--- config.mk ---
export PLATFORM = sky130hd
export DESIGN_NAME = bcd_code_xlat_seq
export DESIGN_NICKNAME = d
export VERILOG_FILES = /design/src/rtl/code_conv_pkg.sv /design/src/rtl/digit_code_xlat.sv /design/src/rtl/bcd_code_xlat_seq.sv
export SDC_FILE = /design/constraint.sdc
export NUM_CORES = 1
export LEC_CHECK = 0
export ABC_AREA = 1
export CORE_MARGIN = 1.5
export CORE_UTILIZATION = 35
export CTS_CLUSTER_DIAMETER = 120
export DETAILED_ROUTE_END_ITERATION = 12
export DONT_BUFFER_PORTS = 1
export RECOVER_POWER = 100
export SYNTH_ARGS = -nofsm -noshare
export SYNTH_HDL_FRONTEND = slang
export SYNTH_SLANG_ARGS = --single-unit
--- constraint.sdc ---
create_clock -name clk -period 6.9 [get_ports clk]
set_input_delay 1.38 -clock clk [delete_from_list [all_inputs] [get_ports clk]]
set_output_delay 1.38 -clock clk [all_outputs]
set_load 0.03 [all_outputs]
--- src/rtl/code_conv_pkg.sv ---
// Shared constants and types for the digit-serial decimal code converter.
package code_conv_pkg;

    localparam int DIGIT_W = 4;

    localparam logic [1:0] MODE_8421 = 2'd0;
    localparam logic [1:0] MODE_2421 = 2'd1;
    localparam logic [1:0] MODE_EX3  = 2'd2;
    localparam logic [1:0] MODE_RSVD = 2'd3;

    typedef enum logic [1:0] {
        IDLE = 2'd0,
        CONV = 2'd1,
        DONE = 2'd2
    } state_t;

    function automatic logic is_rsvd(input logic [1:0] mode);
        return mode == MODE_RSVD;
    endfunction

endpackage

--- src/rtl/digit_code_xlat.sv ---
// Combinational single-digit converter between 8421, 2421 and excess-3.
// A digit is first decoded to its decimal value 0-9, then re-encoded.
module digit_code_xlat
    import code_conv_pkg::*;
(
    input  logic [DIGIT_W-1:0] i_nibble,
    input  logic [1:0]         i_src_mode,
    input  logic [1:0]         i_dst_mode,
    output logic [DIGIT_W-1:0] o_nibble,
    output logic               o_err
);

    logic [DIGIT_W-1:0] w_value;
    logic               w_src_bad;

    // Decode the source nibble to a decimal value, flagging unused codes.
    always_comb begin
        w_value   = '0;
        w_src_bad = 1'b0;
        case (i_src_mode)
            MODE_8421: begin
                if (i_nibble <= 4'd9) w_value = i_nibble;
                else                  w_src_bad = 1'b1;
            end
            MODE_2421: begin
                if (i_nibble <= 4'd4)       w_value = i_nibble;
                else if (i_nibble >= 4'd11) w_value = i_nibble - 4'd6;
                else                        w_src_bad = 1'b1;
            end
            MODE_EX3: begin
                if (i_nibble >= 4'd3 && i_nibble <= 4'd12) w_value = i_nibble - 4'd3;
                else                                       w_src_bad = 1'b1;
            end
            default: w_src_bad = 1'b1;
        endcase
    end

    // Encode the decimal value in the destination code; errors force 0000.
    always_comb begin
        o_nibble = '0;
        o_err    = w_src_bad || is_rsvd(i_dst_mode);
        if (!o_err) begin
            case (i_dst_mode)
                MODE_8421: o_nibble = w_value;
                MODE_2421: o_nibble = (w_value <= 4'd4) ? w_value : w_value + 4'd6;
                MODE_EX3:  o_nibble = w_value + 4'd3;
                default:   o_nibble = '0;
            endcase
        end
    end

endmodule

--- src/rtl/bcd_code_xlat_seq.sv ---
// Digit-serial decimal code converter: captures a word, converts one digit
// per clock through a shared digit_code_xlat, then holds the result until
// the downstream handshake completes.
module bcd_code_xlat_seq
    import code_conv_pkg::*;
#(
    parameter int DIGITS = 4
) (
    input  logic                  clk,
    input  logic                  rst,
    input  logic                  in_valid,
    output logic                  in_ready,
    input  logic [4*DIGITS-1:0]   in_code,
    input  logic [1:0]            src_mode,
    input  logic [1:0]            dst_mode,
    output logic                  out_valid,
    input  logic                  out_ready,
    output logic [4*DIGITS-1:0]   out_code,
    output logic [DIGITS-1:0]     out_err
);

    localparam int CW = (DIGITS > 1) ? $clog2(DIGITS) : 1;

    state_t                r_state;
    state_t                w_next;
    logic [CW-1:0]         r_cnt;
    logic [4*DIGITS-1:0]   r_in;
    logic [1:0]            r_src;
    logic [1:0]            r_dst;
    logic [4*DIGITS-1:0]   r_out;
    logic [DIGITS-1:0]     r_err;

    logic                  w_accept;
    logic                  w_last;
    logic [DIGIT_W-1:0]    w_nib_in;
    logic [DIGIT_W-1:0]    w_nib_out;
    logic                  w_nib_err;

    assign w_accept = in_valid && in_ready;
    assign w_last   = (r_cnt == CW'(DIGITS - 1));

    // Select the digit currently addressed by the counter.
    always_comb begin
        w_nib_in = '0;
        for (int unsigned i = 0; i < DIGITS; i++) begin
            if (r_cnt == CW'(i)) w_nib_in = r_in[4*i +: 4];
        end
    end

    digit_code_xlat u_xlat (
        .i_nibble   (w_nib_in),
        .i_src_mode (r_src),
        .i_dst_mode (r_dst),
        .o_nibble   (w_nib_out),
        .o_err      (w_nib_err)
    );

    // State register with synchronous reset.
    always_ff @(posedge clk) begin
        if (rst) r_state <= IDLE;
        else     r_state <= w_next;
    end

    // Next-state logic.
    always_comb begin
        w_next = r_state;
        case (r_state)
            IDLE:    if (w_accept) w_next = CONV;
            CONV:    if (w_last) w_next = DONE;
            DONE:    if (out_ready) w_next = IDLE;
            default: w_next = IDLE;
        endcase
    end

    // Handshake outputs; in_ready is held low while reset is asserted.
    always_comb begin
        in_ready  = (r_state == IDLE) && !rst;
        out_valid = (r_state == DONE);
    end

    // Capture on acceptance, then write one converted digit per CONV cycle.
    always_ff @(posedge clk) begin
        if (rst) begin
            r_cnt <= '0;
            r_in  <= '0;
            r_src <= MODE_8421;
            r_dst <= MODE_8421;
            r_out <= '0;
            r_err <= '0;
        end else begin
            case (r_state)
                IDLE: begin
                    if (w_accept) begin
                        r_in  <= in_code;
                        r_src <= src_mode;
                        r_dst <= dst_mode;
                        r_cnt <= '0;
                        r_out <= '0;
                        r_err <= '0;
                    end
                end
                CONV: begin
                    for (int unsigned i = 0; i < DIGITS; i++) begin
                        if (r_cnt == CW'(i)) begin
                            r_out[4*i +: 4] <= w_nib_out;
                            r_err[i]        <= w_nib_err;
                        end
                    end
                    r_cnt <= w_last ? '0 : r_cnt + 1'b1;
                end
                default: ;
            endcase
        end
    end

    assign out_code = r_out;
    assign out_err  = r_err;

endmodule

-- After elaboration in Yosys (flattened, before gate mapping)
Index checks and enable logic that the tools add are counted.
Widths: inputs -> output; s select.
- order comparisons: 6
- mux-type cells: 36
- equal/unequal tests: 16
- add/sub/neg operators: 5
- reductions and logical operators: 17
- operators with widths (kind ; number):
    $mux 4 ; 15
    $pmux 16 s2 ; 1
    $pmux 4 s3 ; 2
    $mux 16 ; 1
    $reduce_and 3->1 ; 5
    $eq 2x2->1 const B ; 6
    $mux 2 ; 5
    $ne 2x2->1 const B ; 5
    $eq 2x1->1 const B ; 4
    $le 4x3->1 const B ; 2
    $le 4x4->1 const B ; 2
    $logic_not 2->1 ; 4
    $mux 1 ; 8
    $pmux 4 s2 ; 1
    $pmux 2 s3 ; 1
    $add 4x2->4 const B ; 1
    $add 4x3->4 const B ; 1
    $ge 4x2->1 const B ; 1
    $ge 4x4->1 const B ; 1
    $pmux 2 s2 ; 1
    $reduce_and 2->1 ; 2
    $sub 4x2->4 const B ; 1
    $sub 4x3->4 const B ; 1
    $logic_and 1x1->1 ; 3
    6 further kinds ; 6
- register bits after elaboration: 44
- logic and storage cells: 93
- input bits: 24

-- Logic depth before layout (Yosys ltp)
- depth after elaboration: 15
- depth in mapped cells: 27

-- Modules after synthesis
A second synthesis with hierarchy kept.
- cells, all modules: 364
- area, all modules: 2522.4 µm²
- by module, submodules not included (module ; area each (µm²) ; sequential area each (µm²) ; cells each ; instances):
    bcd_code_xlat_seq ; 1924.3 ; 880.8 ; 253 ; 1
    digit_code_xlat ; 598.1 ; 0.0 ; 111 ; 1

-- Least setup slack after synthesis
OpenSTA, ideal clock, no wires.
- kind: input to output
- start point: input rst
- end point: output in_ready
- cell stages on the path: 1
- buffers on the path: 0
- path slack: 3442 ps
- arrival: 2078 ps
- cells stage by stage: nor3_1
- cells in the longest elaborated chain, start to end: 2
- RTL lines (element ; line ; RTL):
    from (decl) ; bcd_code_xlat_seq.sv:10 ; input logic rst,
    $logic_not 1->1 ; bcd_code_xlat_seq.sv:77 ; in_ready = (r_state == IDLE) && !rst;
    $logic_and 1x1->1 ; bcd_code_xlat_seq.sv:77 ;
    to (decl) ; bcd_code_xlat_seq.sv:12 ; output logic in_ready,
Every way passes these cells.

-- Worst setup path in the final report
- start point: register r_cnt[0]
- end point: register r_out[3] (netlist: out_code[3])
- cells in the longest elaborated chain, start to end: 15
- elaborated cells on any way between the ends: 37
- RTL lines (element ; line ; RTL):
    from (decl) ; bcd_code_xlat_seq.sv:26 ; logic [CW-1:0] r_cnt;
    from (signal assigned) ; bcd_code_xlat_seq.sv:109 ; r_cnt <= w_last ? '0 : r_cnt + 1'b1;
    $logic_not 2->1 ; bcd_code_xlat_seq.sv:46, bcd_code_xlat_seq.sv:104 ;
    $mux 4 (4 in series) ; bcd_code_xlat_seq.sv:46 ; if (r_cnt == CW'(i)) w_nib_in = r_in[4*i +: 4];
    $sub 4x3->4, or another cell as far along ; digit_code_xlat.sv:27 ; else if (i_nibble >= 4'd11) w_value = i_nibble - 4'd6;
    $mux 4 / $logic_and 1x1->1 (equally long branches) ; digit_code_xlat.sv:27, digit_code_xlat.sv:31 ;
    $mux 4, on equally long branches ; digit_code_xlat.sv:26, digit_code_xlat.sv:31 ;
    $pmux 4 s3 ; digit_code_xlat.sv:20 ; case (i_src_mode)
    $add 4x3->4 / $le 4x3->1 (equally long branches) ; digit_code_xlat.sv:45 ; MODE_2421: o_nibble = (w_value <= 4'd4) ? w_value : w_value + 4'd6;
    $mux 4 ; digit_code_xlat.sv:45 ;
    $pmux 4 s3 ; digit_code_xlat.sv:43 ; case (i_dst_mode)
    $mux 4 ; digit_code_xlat.sv:42 ; if (!o_err) begin
    $mux 4 ; bcd_code_xlat_seq.sv:104 ; if (r_cnt == CW'(i)) begin
    $pmux 16 s2 ; bcd_code_xlat_seq.sv:91 ; case (r_state)
    to (signal, indexed assignment) ; bcd_code_xlat_seq.sv:105 ; r_out[4*i +: 4] <= w_nib_out;
    to (decl) ; bcd_code_xlat_seq.sv:30 ; logic [4*DIGITS-1:0] r_out;
Several ways; a longest one is shown, not always the timed one. The select of a mux whose other input is x is not followed.
A chain may end at the register's enable or synchronous reset.

==> results.txt <==
- Run status: finished, final reports clean
* Most common library cell in the layout ignoring fill and taps: sky130_fd_sc_hd__nand2_1
* PnR worst setup slack: 3.18 ns
- H-tree depth reported by CTS: 2
- Final Hold Fails: 0
- For the pin with the worst max-slew slack, the measured transition is 1.32 ns.
- Power share of the sequential group: 0.463
* CP Data Arrival Time: 3.94 ns
- Setup bufs post-CTS: 0
* Fmax achieved: 269 MHz
- Number of cells traversed by the worst register-to-register path: 25
* Clock Path Buffers: 2
- Final core utilization: 0.376
- From synthesis to final layout, the design area changed by 5.07%.
* Hold endpoint: r_in[13]
- In the layout the commonest cells are sky130_fd_sc_hd__nand2_1, sky130_fd_sc_hd__nand3_1, sky130_fd_sc_hd__dfxtp_1.
* Vias post-DR: 2132
* Critical R2R Launch: r_cnt[0]
- Share of power burned in combinational logic: 0.294
- Counting instances, the worst hold path has a depth of 2.
- Counting tap cells, the placed design contains a total of 407 instances.
* Final wirelength: 5250 um
- Tot GR Track Use: 0.149
- In this run the critical register-to-register path is captured at out_code[3].
- Along the worst path, the maximum fanout reaches 6.
- In this run the tightest slew margin relative to its limit is 0.117.
- Clock-pin slew on the worst setup and hold paths: 0.08 ns
- After detailed routing, the average wire length per cell comes to 12.6 um.
- The die is 86.2 um tall.
* Switching power summed over all nets: 0.267 mW
- The mapped netlist covers 0.00242 sq mm.
- After synthesis, the netlist uses 26 different library cells.
- Setup Total Neg Slack: 0 ns
* Largest net degree at the start of global routing: 40
* Count of buffers from port buffering: 0
- Via density: 5.14
- Startpoint type of the worst setup path: flop
* Max-cap violations: 0
- The critical path is of the flop to flop type.
- The share of the Yosys chip area taken by registers is 0.364.
- Summed over all cells, the static leakage comes to 1.15 nW.
- OpenSTA, run right after detailed placement, puts the worst setup slack at 3.41 ns.
* Hold Crit Class: flop to flop
- At the later pin of the worst-skew pair, clock insertion delay measures 0.29 ns.
- The floorplan has 30 rows.
* Cell-internal power: 0.424 mW
- Once layout is complete, the cells apart from fillers number 415.
- Worst reg2reg setup slack: 3.18 ns
- Setup repair after global routing left no endpoint under its margin.
* Average footprint of a synthesized cell: 7.22 sq um
- The worst-case IR drop observed on VDD is 122 uV.
* Net switching fraction of the power: 0.386
* Standard cell with the maximum stage delay on the critical path: sky130_fd_sc_hd__dfxtp_1
- Clock tree synthesis inserted a total of 5 buffers.
- Net count, final: 370
- Endpoint class of the critical path: flop
* Net count after synthesis: 371
- Power per cell area: 272 mW/mm^2
- In this design, the stage delay of the slowest critical-path cell is 0.36 ns.
- Number of optimization iterations in the first detailed-route pass: 4
- The initial utilization of the core area, before any placement, comes to 0.358.
- Final GP Congestion: 0.814
* Cell at the root of the clock tree: sky130_fd_sc_hd__clkbuf_8
* Clock network fraction of design power: 0.243
* Starting DRT DRC Count: 100
* Final Max Tran Viols: 0
- Area of the core: 0.00676 sq mm
- Die Span X: 86.2 um
- Final critical-path required period: 3.72 ns
- Of the cells placed in the final design, the portion with a size suffix greater than 1 is 0.104.
* I/O pins: 46
- Dividing the final minimum period by the clock period gives 0.539.
- Hold is met by 0.459 ns.
- Post-DP HPWL: 3980 um
- The startpoint identified for the worst hold timing path is r_in[13].
- TritonCTS built the clock tree.
- The number of global-route vias before repair is 1990.
- Yosys warnings: 0
- The number of antenna diodes in the final layout is 0.
* FF+latch count, synth: 44
- # clock sinks: 44
- Global route total overflow: 0
* Final setup vio count: 0
- The first global-routing pass estimated 9030 um of wire.
* Resize count post-CTS: 0
* Crit path required time: 7.12 ns
- # DRC: 0
- Worst-case clock skew: 0.00955 ns
- Cts hold-fix bufs: 0
- In the synthesized netlist, the number of instances is 335.
* Remaining antenna violation count: 0
- The cell that appears most often on the critical path is sky130_fd_sc_hd__inv_1.
* Die outline area: 0.00742 sq mm
* Initial antenna violation count: 0
-- cells in the mapped netlist --
| library cell | number | area, sq um |
|---|---|---|
| sky130_fd_sc_hd__a211oi_1 | 1 | 7.51 |
| sky130_fd_sc_hd__a21oi_1 | 36 | 180 |
| sky130_fd_sc_hd__a21oi_2 | 5 | 43.8 |
| sky130_fd_sc_hd__a21oi_4 | 1 | 16.3 |
| sky130_fd_sc_hd__buf_1 | 1 | 3.75 |
| sky130_fd_sc_hd__buf_4 | 1 | 7.51 |
| sky130_fd_sc_hd__clkbuf_1 | 7 | 26.3 |
| sky130_fd_sc_hd__dfxtp_1 | 44 | 881 |
| sky130_fd_sc_hd__ha_1 | 12 | 150 |
| sky130_fd_sc_hd__inv_1 | 34 | 128 |
| sky130_fd_sc_hd__inv_2 | 4 | 15.0 |
| sky130_fd_sc_hd__inv_4 | 1 | 6.26 |
| sky130_fd_sc_hd__nand2_1 | 70 | 263 |
| sky130_fd_sc_hd__nand2_2 | 8 | 50.1 |
| sky130_fd_sc_hd__nand2_4 | 6 | 67.6 |
| sky130_fd_sc_hd__nand3_1 | 42 | 210 |
| sky130_fd_sc_hd__nand3_2 | 4 | 40.0 |
| sky130_fd_sc_hd__nand3_4 | 2 | 35.0 |
| sky130_fd_sc_hd__nand3b_1 | 1 | 7.51 |
| sky130_fd_sc_hd__nor2_1 | 13 | 48.8 |
| sky130_fd_sc_hd__nor2_2 | 3 | 18.8 |
| sky130_fd_sc_hd__nor3_1 | 1 | 5.00 |
| sky130_fd_sc_hd__o211ai_2 | 1 | 12.5 |
| sky130_fd_sc_hd__o21ai_0 | 32 | 160 |
| sky130_fd_sc_hd__o21ai_1 | 2 | 10.0 |
| sky130_fd_sc_hd__o21ai_2 | 3 | 26.3 |
-- critical path, delay by kind of cell, from the launching register on --
kind	cells	cell delay (ns)
buf+inv	7	0.77
fa+ha+maj	3	0.70
compound gates	3	0.43
flops	1	0.36
simple gates	12	1.38
-- how the worst max path moves through the flow --
stage | start | end | slack [ns] | cells past startpoint
2_1_floorplan | rst | in_ready | 3.44 | 1
3_3_place_gp | rst | in_ready | 3.41 | 1
3_5_place_dp | rst | in_ready | 3.41 | 1
4_1_cts | rst | in_ready | 3.41 | 1
5_1_grt | r_cnt[0] | out_code[9] | 2.76 | 24
6_report | r_cnt[0] | out_code[3] | 3.18 | 25
-- registers in the layout (all words and copies together) (netlist names) --
| name | flops |
|---|---|
| r_state | 2 |
| out_err | 4 |
| out_code | 16 |
| r_dst | 2 |
| r_src | 2 |
| r_in | 16 |
| r_cnt | 2 |
-- stage by stage --
| stage | instance area, sq um | total power, mW |
|---|---|---|
| 6_report | 2540 | 0.691 |
| 5_1_grt | 2540 | 0.740 |
| 4_1_cts | 2590 | 0.706 |
| 3_5_place_dp | 2490 | 0.538 |
| 3_3_place_gp | 2490 | 0.534 |
| 2_1_floorplan | 2420 | 0.495 |
-- area by class of cell --
| type | count | area [sq um] |
|---|---|---|
| Tap cell | 80 | 100 |
| Fill cell | 759 | 4210 |
| Clock inverter | 2 | 15.0 |
| Inverter | 39 | 149 |
| Clock buffer | 6 | 82.6 |
| Sequential cell | 44 | 881 |
| Multi-Input combinational cell | 243 | 1310 |
| Timing Repair Buffer | 1 | 3.75 |
-- metal layers --
metal | wire (um) | GRT usage
met2 | 2500 | 0.244
met3 | 196 | 0.0212
met4 | 62 | 0.0455
met1 | 2490 | 0.204
met5 | 0 | 0
-- power by group through the flow --
| stage | registers [mW] | clock network [mW] | logic [mW] |
|---|---|---|---|
| finish | 0.320 | 0.168 | 0.203 |
| global route | 0.323 | 0.183 | 0.235 |
| CTS | 0.320 | 0.174 | 0.212 |
| detailed placement | 0.326 | 0 | 0.212 |
| global placement | 0.326 | 0 | 0.208 |
| floorplan | 0.321 | 0 | 0.174 |
-- cells by family (layout without fill, tap and decap cells) --
family / Yosys count / in the layout / synth area share
fa+ha+maj: 12 / 12 / 0.0620
buf+inv: 48 / 48 / 0.0770
compound gates: 81 / 81 / 0.189
simple gates: 150 / 150 / 0.308
flops: 44 / 44 / 0.364
Note: power is estimated with default switching activity, not from simulation.
